===== config.mk =====
export PLATFORM = sky130hd
export DESIGN_NAME = prog_loader
export DESIGN_NICKNAME = d
export VERILOG_FILES = /design/src/rtl/prog_loader.sv
export SDC_FILE = /design/constraint.sdc
export NUM_CORES = 1
export LEC_CHECK = 0
export ABC_AREA = 1
export CAP_MARGIN = 10
export CELL_PAD_IN_SITES_DETAIL_PLACEMENT = 1
export CELL_PAD_IN_SITES_GLOBAL_PLACEMENT = 2
export CORE_AREA = 2 2 126 128
export DETAILED_ROUTE_END_ITERATION = 7
export DIE_AREA = 0 0 128 130
export DONT_BUFFER_PORTS = 1
export GPL_ROUTABILITY_DRIVEN = 0
export PLACE_DENSITY = 0.61
export SYNTH_ARGS = -nofsm -noshare
export SYNTH_HDL_FRONTEND = slang
export SYNTH_SLANG_ARGS = --single-unit

===== constraint.sdc =====
create_clock -name clk -period 4.6 [get_ports clk]
set_input_delay 0.92 -clock clk [delete_from_list [all_inputs] [get_ports clk]]
set_output_delay 0.92 -clock clk [all_outputs]
set_load 0.005 [all_outputs]

===== src/rtl/prog_loader.sv =====
// Boot-time program loader: assembles a byte-stream frame into 16-bit words,
// writes them to instruction memory and pulses go when the frame checksum holds.
module prog_loader #(
    parameter int                ADDR_W    = 12,
    parameter int                DATA_W    = 16,
    parameter logic [ADDR_W-1:0] BASE_ADDR = {ADDR_W{1'b0}},
    parameter int                TIMEOUT   = 1023
) (
    input  logic              clk,
    input  logic              rst_n,
    input  logic              rx_valid,
    input  logic [7:0]        rx_data,
    output logic              rx_ready,
    output logic              imem_we,
    output logic [ADDR_W-1:0] imem_addr,
    output logic [DATA_W-1:0] imem_wdata,
    output logic              go,
    output logic              busy,
    output logic              err
);

    localparam int TMO_W = $clog2(TIMEOUT + 1);

    typedef enum logic [2:0] {
        S_IDLE   = 3'd0,
        S_CNT_LO = 3'd1,
        S_W_HI   = 3'd2,
        S_W_LO   = 3'd3,
        S_CSUM   = 3'd4,
        S_GO     = 3'd5
    } state_t;

    state_t            state_r, state_s;
    logic [3:0]        cnt_hi_r, cnt_hi_s;
    logic [11:0]       word_n_r, word_n_s;
    logic [11:0]       idx_r, idx_s;
    logic [7:0]        hi_r, hi_s;
    logic [7:0]        csum_r, csum_s;
    logic [TMO_W-1:0]  tmo_r, tmo_s;
    logic              err_r, err_s;
    logic              we_r, we_s;
    logic [ADDR_W-1:0] addr_r, addr_s;
    logic [DATA_W-1:0] wdata_r, wdata_s;
    logic              go_r, busy_r, ready_r;
    logic              xfer_s, waiting_s, tmo_hit_s;

    function automatic logic [7:0] csum_add(input logic [7:0] acc, input logic [7:0] b);
        return acc + b;
    endfunction

    assign xfer_s    = rx_valid && ready_r;
    // Timeout only runs while a frame is open and not in the one-cycle GO state.
    assign waiting_s = (state_r != S_IDLE) && (state_r != S_GO);
    assign tmo_hit_s = waiting_s && !xfer_s && (tmo_r == TMO_W'(TIMEOUT));

    // Next-state and datapath update logic.
    always_comb begin
        state_s  = state_r;
        cnt_hi_s = cnt_hi_r;
        word_n_s = word_n_r;
        idx_s    = idx_r;
        hi_s     = hi_r;
        csum_s   = csum_r;
        tmo_s    = tmo_r;
        err_s    = err_r;
        we_s     = 1'b0;
        addr_s   = addr_r;
        wdata_s  = wdata_r;
        if (tmo_hit_s) begin
            err_s   = 1'b1;
            state_s = S_IDLE;
            tmo_s   = {TMO_W{1'b0}};
        end else if (xfer_s) begin
            tmo_s = {TMO_W{1'b0}};
            case (state_r)
                S_IDLE: begin
                    cnt_hi_s = rx_data[3:0];
                    csum_s   = rx_data;
                    if (rx_data[7:4] != 4'h0) begin
                        err_s   = 1'b1;
                        state_s = S_IDLE;
                    end else begin
                        err_s   = 1'b0;
                        state_s = S_CNT_LO;
                    end
                end
                S_CNT_LO: begin
                    csum_s   = csum_add(csum_r, rx_data);
                    word_n_s = {cnt_hi_r, rx_data};
                    idx_s    = 12'd0;
                    if ({cnt_hi_r, rx_data} == 12'd0) begin
                        err_s   = 1'b1;
                        state_s = S_IDLE;
                    end else begin
                        state_s = S_W_HI;
                    end
                end
                S_W_HI: begin
                    csum_s  = csum_add(csum_r, rx_data);
                    hi_s    = rx_data;
                    state_s = S_W_LO;
                end
                S_W_LO: begin
                    csum_s  = csum_add(csum_r, rx_data);
                    we_s    = 1'b1;
                    wdata_s = DATA_W'({hi_r, rx_data});
                    addr_s  = BASE_ADDR + ADDR_W'(idx_r);
                    idx_s   = idx_r + 12'd1;
                    if ((idx_r + 12'd1) == word_n_r) begin
                        state_s = S_CSUM;
                    end else begin
                        state_s = S_W_HI;
                    end
                end
                S_CSUM: begin
                    if (rx_data == csum_r) begin
                        state_s = S_GO;
                    end else begin
                        err_s   = 1'b1;
                        state_s = S_IDLE;
                    end
                end
                default: begin
                    state_s = S_IDLE;
                end
            endcase
        end else begin
            if (waiting_s) begin
                tmo_s = tmo_r + TMO_W'(1);
            end else begin
                tmo_s = {TMO_W{1'b0}};
            end
            if (state_r == S_GO) begin
                state_s = S_IDLE;
            end else begin
                state_s = state_r;
            end
        end
    end

    // State, datapath and registered output flops.
    always_ff @(posedge clk or negedge rst_n) begin
        if (!rst_n) begin
            state_r  <= S_IDLE;
            cnt_hi_r <= 4'h0;
            word_n_r <= 12'd0;
            idx_r    <= 12'd0;
            hi_r     <= 8'h00;
            csum_r   <= 8'h00;
            tmo_r    <= {TMO_W{1'b0}};
            err_r    <= 1'b0;
            we_r     <= 1'b0;
            addr_r   <= {ADDR_W{1'b0}};
            wdata_r  <= {DATA_W{1'b0}};
            go_r     <= 1'b0;
            busy_r   <= 1'b0;
            ready_r  <= 1'b0;
        end else begin
            state_r  <= state_s;
            cnt_hi_r <= cnt_hi_s;
            word_n_r <= word_n_s;
            idx_r    <= idx_s;
            hi_r     <= hi_s;
            csum_r   <= csum_s;
            tmo_r    <= tmo_s;
            err_r    <= err_s;
            we_r     <= we_s;
            addr_r   <= addr_s;
            wdata_r  <= wdata_s;
            go_r     <= (state_s == S_GO);
            busy_r   <= (state_s != S_IDLE);
            ready_r  <= (state_s != S_GO);
        end
    end

    assign rx_ready   = ready_r;
    assign imem_we    = we_r;
    assign imem_addr  = addr_r;
    assign imem_wdata = wdata_r;
    assign go         = go_r;
    assign busy       = busy_r;
    assign err        = err_r;

endmodule


==> results.md <==
- The highest clock frequency the design can meet is between 300 and 400 MHz.
- TritonCTS built the clock tree.
- The count of nets left with antenna violations after detail routing is 0.
- The number of hold violations in the final report is 0.
- The highest ir drop seen on vdd is around 0.22 mV.
- The share of layout cells above drive strength 1 is just under 6%.
- The overall die width is 128 um.
- Counting along the longest clock path gives a buffer depth of 2.
- The number of warnings printed during yosys synthesis is 0.
- Once the clock tree was built, the setup fixing pass inserted 0 buffers.
- STA classifies the critical path startpoint as an input pin.
- The total negative slack is 0 ps.
- The H-tree was split into 3 levels.
- The worst path arrival time is 2790 ps.
- Before antenna repair, the detailed router went through 4 iterations.
- The first global-routing pass estimated 20000 um of wire.
- The DRC marker count from the first detailed-route iteration is 146.
- The final worst clock skew is 11.1 ps.
- The count of standard-cell rows is between 40 and 50.
- Synthesis handed over a netlist of between 500 and 600 instances.
- The via total after detailed routing is 3673.
- The element type at the critical path end is a flip-flop.
- The most common library cell in the layout ignoring fill and taps is sky130_fd_sc_hd__nand2_1.
- The quantity of hold-fixing buffers added after cts is 0.
- The number of nets at the end of the flow is ~580.
- At the pin with the least slew margin, the transition time is 1040 ps.
- Setup repair after global routing left no endpoint under its margin.
- The final number of max-transition violations is 0.
- Clock latency on the worst-skew pair, taken at its later pin, is 350 ps.
- The class of the tightest hold or removal check is input pin to async pin.
- The floorplan die height is 130 um.
- After legalization and detailed placement, the total HPWL measured 8840 um.
- Wires add up to 12200 um.
- The mean area per synthesized cell is 8.04 um2.
- The worst max-slew margin expressed relative to the limit is 30.5%.
- For this run, the leading register cell type out of synthesis is sky130_fd_sc_hd__dfrtp_1.
- The count of buffers added on input and output ports is 0.
- In the synthesized netlist the async set-or-reset flop fraction comes to 100%.
- The detail-routed net length per standard cell is 16.1 um.
- After layout, the minimum clock period comes to 2600 ps.
- The area of the mapped netlist is 0.00449 mm2.
- Entering global routing, the biggest net connects between 90 and 100 pins.
- In this run, post-CTS repair resized a total of 0 instances.
- After detailed placement, the total cell area comes to 0.00470 mm2.
- The number of enable flip-flop cells after synthesis is 0.
- The clock slew at the register clock pins of the worst setup and hold paths is 70 ps.
- The cell sitting at the root of the clock tree is a sky130_fd_sc_hd__clkbuf_16.
- Leaving out fill and tap cells, the most frequent cells in the layout are 168 x sky130_fd_sc_hd__nand2_1, 90 x sky130_fd_sc_hd__dfrtp_1, 62 x sky130_fd_sc_hd__o21ai_0.
- The post-synthesis register bit count is 90.
- The total inserted antenna cells is 0.
- The flow ran to the end, and the final reports show no timing, DRC or antenna violations.
- The number of clock sinks is 90.
- The tool flagged a number of max-cap violations equal to 0.
- The number of library cell types mapped by synthesis is 34.
- The number of buffers inserted during clock tree synthesis is 9.
- The worst path uses 56.5% of the clock period.
- The number of global-route vias before repair is 3771.
- The number of antenna violations at the first check in global routing is 0.
- The routed via count divided by cell count is approximately 4.9.
- The area growth from synthesis to layout is 10.9%.
- The full die area is ~0.017 mm2.
- The number of nets handed over by synthesis was just under 600.
- The floorplan core area is 0.0154 mm2.
- Global routing consumed, over all layers together, between 15 and 20% of the routing resources.
- With fillers left out, the area of the finished cells amounts to 0.00498 mm2.
- The effective utilization at floorplan is 29.1%.
- Setup violations remaining at the end of the flow were counted as 0.
- In the routed design, unresolved DRC markers number 0.
- Summed over all cells, the static leakage comes to 0.00235 uW.
- The required time of the critical path is 4790 ps.
- The setup path with the least slack is of type input pin to flip-flop.
- The I/O pin count is 44.
- Dividing total power by cell area gives a power density of 647 mW/mm2.
- The register area share after synthesis is 50.1%.
- The worst-path maximum fanout is 14.
- Summed over all layers, the global routing overflow is 0.
## layer usage
metal	part of all wire (%)	global-route usage, %
met1	49	20.8
met2	48	26.1
met4	1.2	4.46
met3	2.3	2.87
met5	0	0
## cell usage after synthesis, drive strengths merged (4+ instances only)
library cell | n | area, um2
o22ai | 4 | 25.0
a21oi | 12 | 63.8
clkbuf | 10 | 37.5
inv | 61 | 229
xor2 | 7 | 61.3
nor2 | 47 | 214
nor3b | 5 | 37.5
nand3 | 44 | 240
nand3b | 7 | 52.6
nand2 | 171 | 647
dfrtp | 90 | 2250
ha | 9 | 113
o21ai | 62 | 310
nand4 | 8 | 50.1
## worst paths after layout
kind	endpoint	startpoint	slack (ps)	depth (start not counted)
max in group asynchronous	tmo_r[2]	rst_n	4190	0
worst min-delay path	imem_wdata[11]	rst_n	260	0
min in group clk	imem_wdata[14]	hi_r[6]	470	2
worst max-delay path	idx_r[5]	rx_valid	2000	5
worst min register to register	imem_wdata[14]	hi_r[6]	470	2
worst max register to register	idx_r[5]	rx_ready	2150	5
## layout make-up
class | instances | area (um2)
Fill cell | 1864 | 10400
Sequential cell | 90 | 2250
Multi-Input combinational cell | 396 | 1970
Tap cell | 192 | 240
Inverter | 62 | 233
Clock buffer | 9 | 225
Clock inverter | 7 | 57.6
Timing Repair Buffer | 1 | 7.51
## critical path, cell delays in order
cell and delay, ps:
sky130_fd_sc_hd__nand2_1 200, sky130_fd_sc_hd__nor2_1 340, sky130_fd_sc_hd__inv_1 290, sky130_fd_sc_hd__nor2_1 850
sky130_fd_sc_hd__o21ai_0 180
## where the power goes
group / internal (uW) / switching (uW)
clock network: 376 / 346
logic: 403 / 705
registers: 1110 / 280
## logic make-up (layout without fill, tap and decap cells)
kind of cell    Yosys count  after routing  synth area share (%)
fa+ha+maj                10             10                  2.95
xor+xnor                  9              9                  1.75
simple gates            288            288                  28.4
flops                    90             90                  50.1
buf+inv                  73             79                  6.13
compound gates           89             89                  10.7
## flip-flops by register name, summed over array words and instances (netlist names), 3 cells and up
| register | cells |
|---|---|
| hi_r | 8 |
| cnt_hi_r | 4 |
| state_r | 3 |
| idx_r | 12 |
| imem_wdata | 16 |
| imem_addr | 12 |
| csum_r | 8 |
| word_n_r | 12 |
| tmo_r | 10 |
## through the flow
| step | util (%) | std cells | setup WS (ps) | hold slack [ps] | total power (uW) |
|---|---|---|---|---|---|
| final | 32.3 | 757 | 2000 | 258 | 3220 |
| after global routing | 32.3 | 757 | 1770 | 238 | 3540 |
| after CTS | 32.3 | 757 | 1850 | 241 | 3300 |
| after detailed placement | 30.5 | 741 | 1470 | 464 | 2550 |
| after global placement | 30.5 | 741 | 1580 | 460 | 2510 |
| after floorplan | - | 559 | 2280 | 442 | 2200 |
Note: power is estimated with default switching activity, not from simulation.
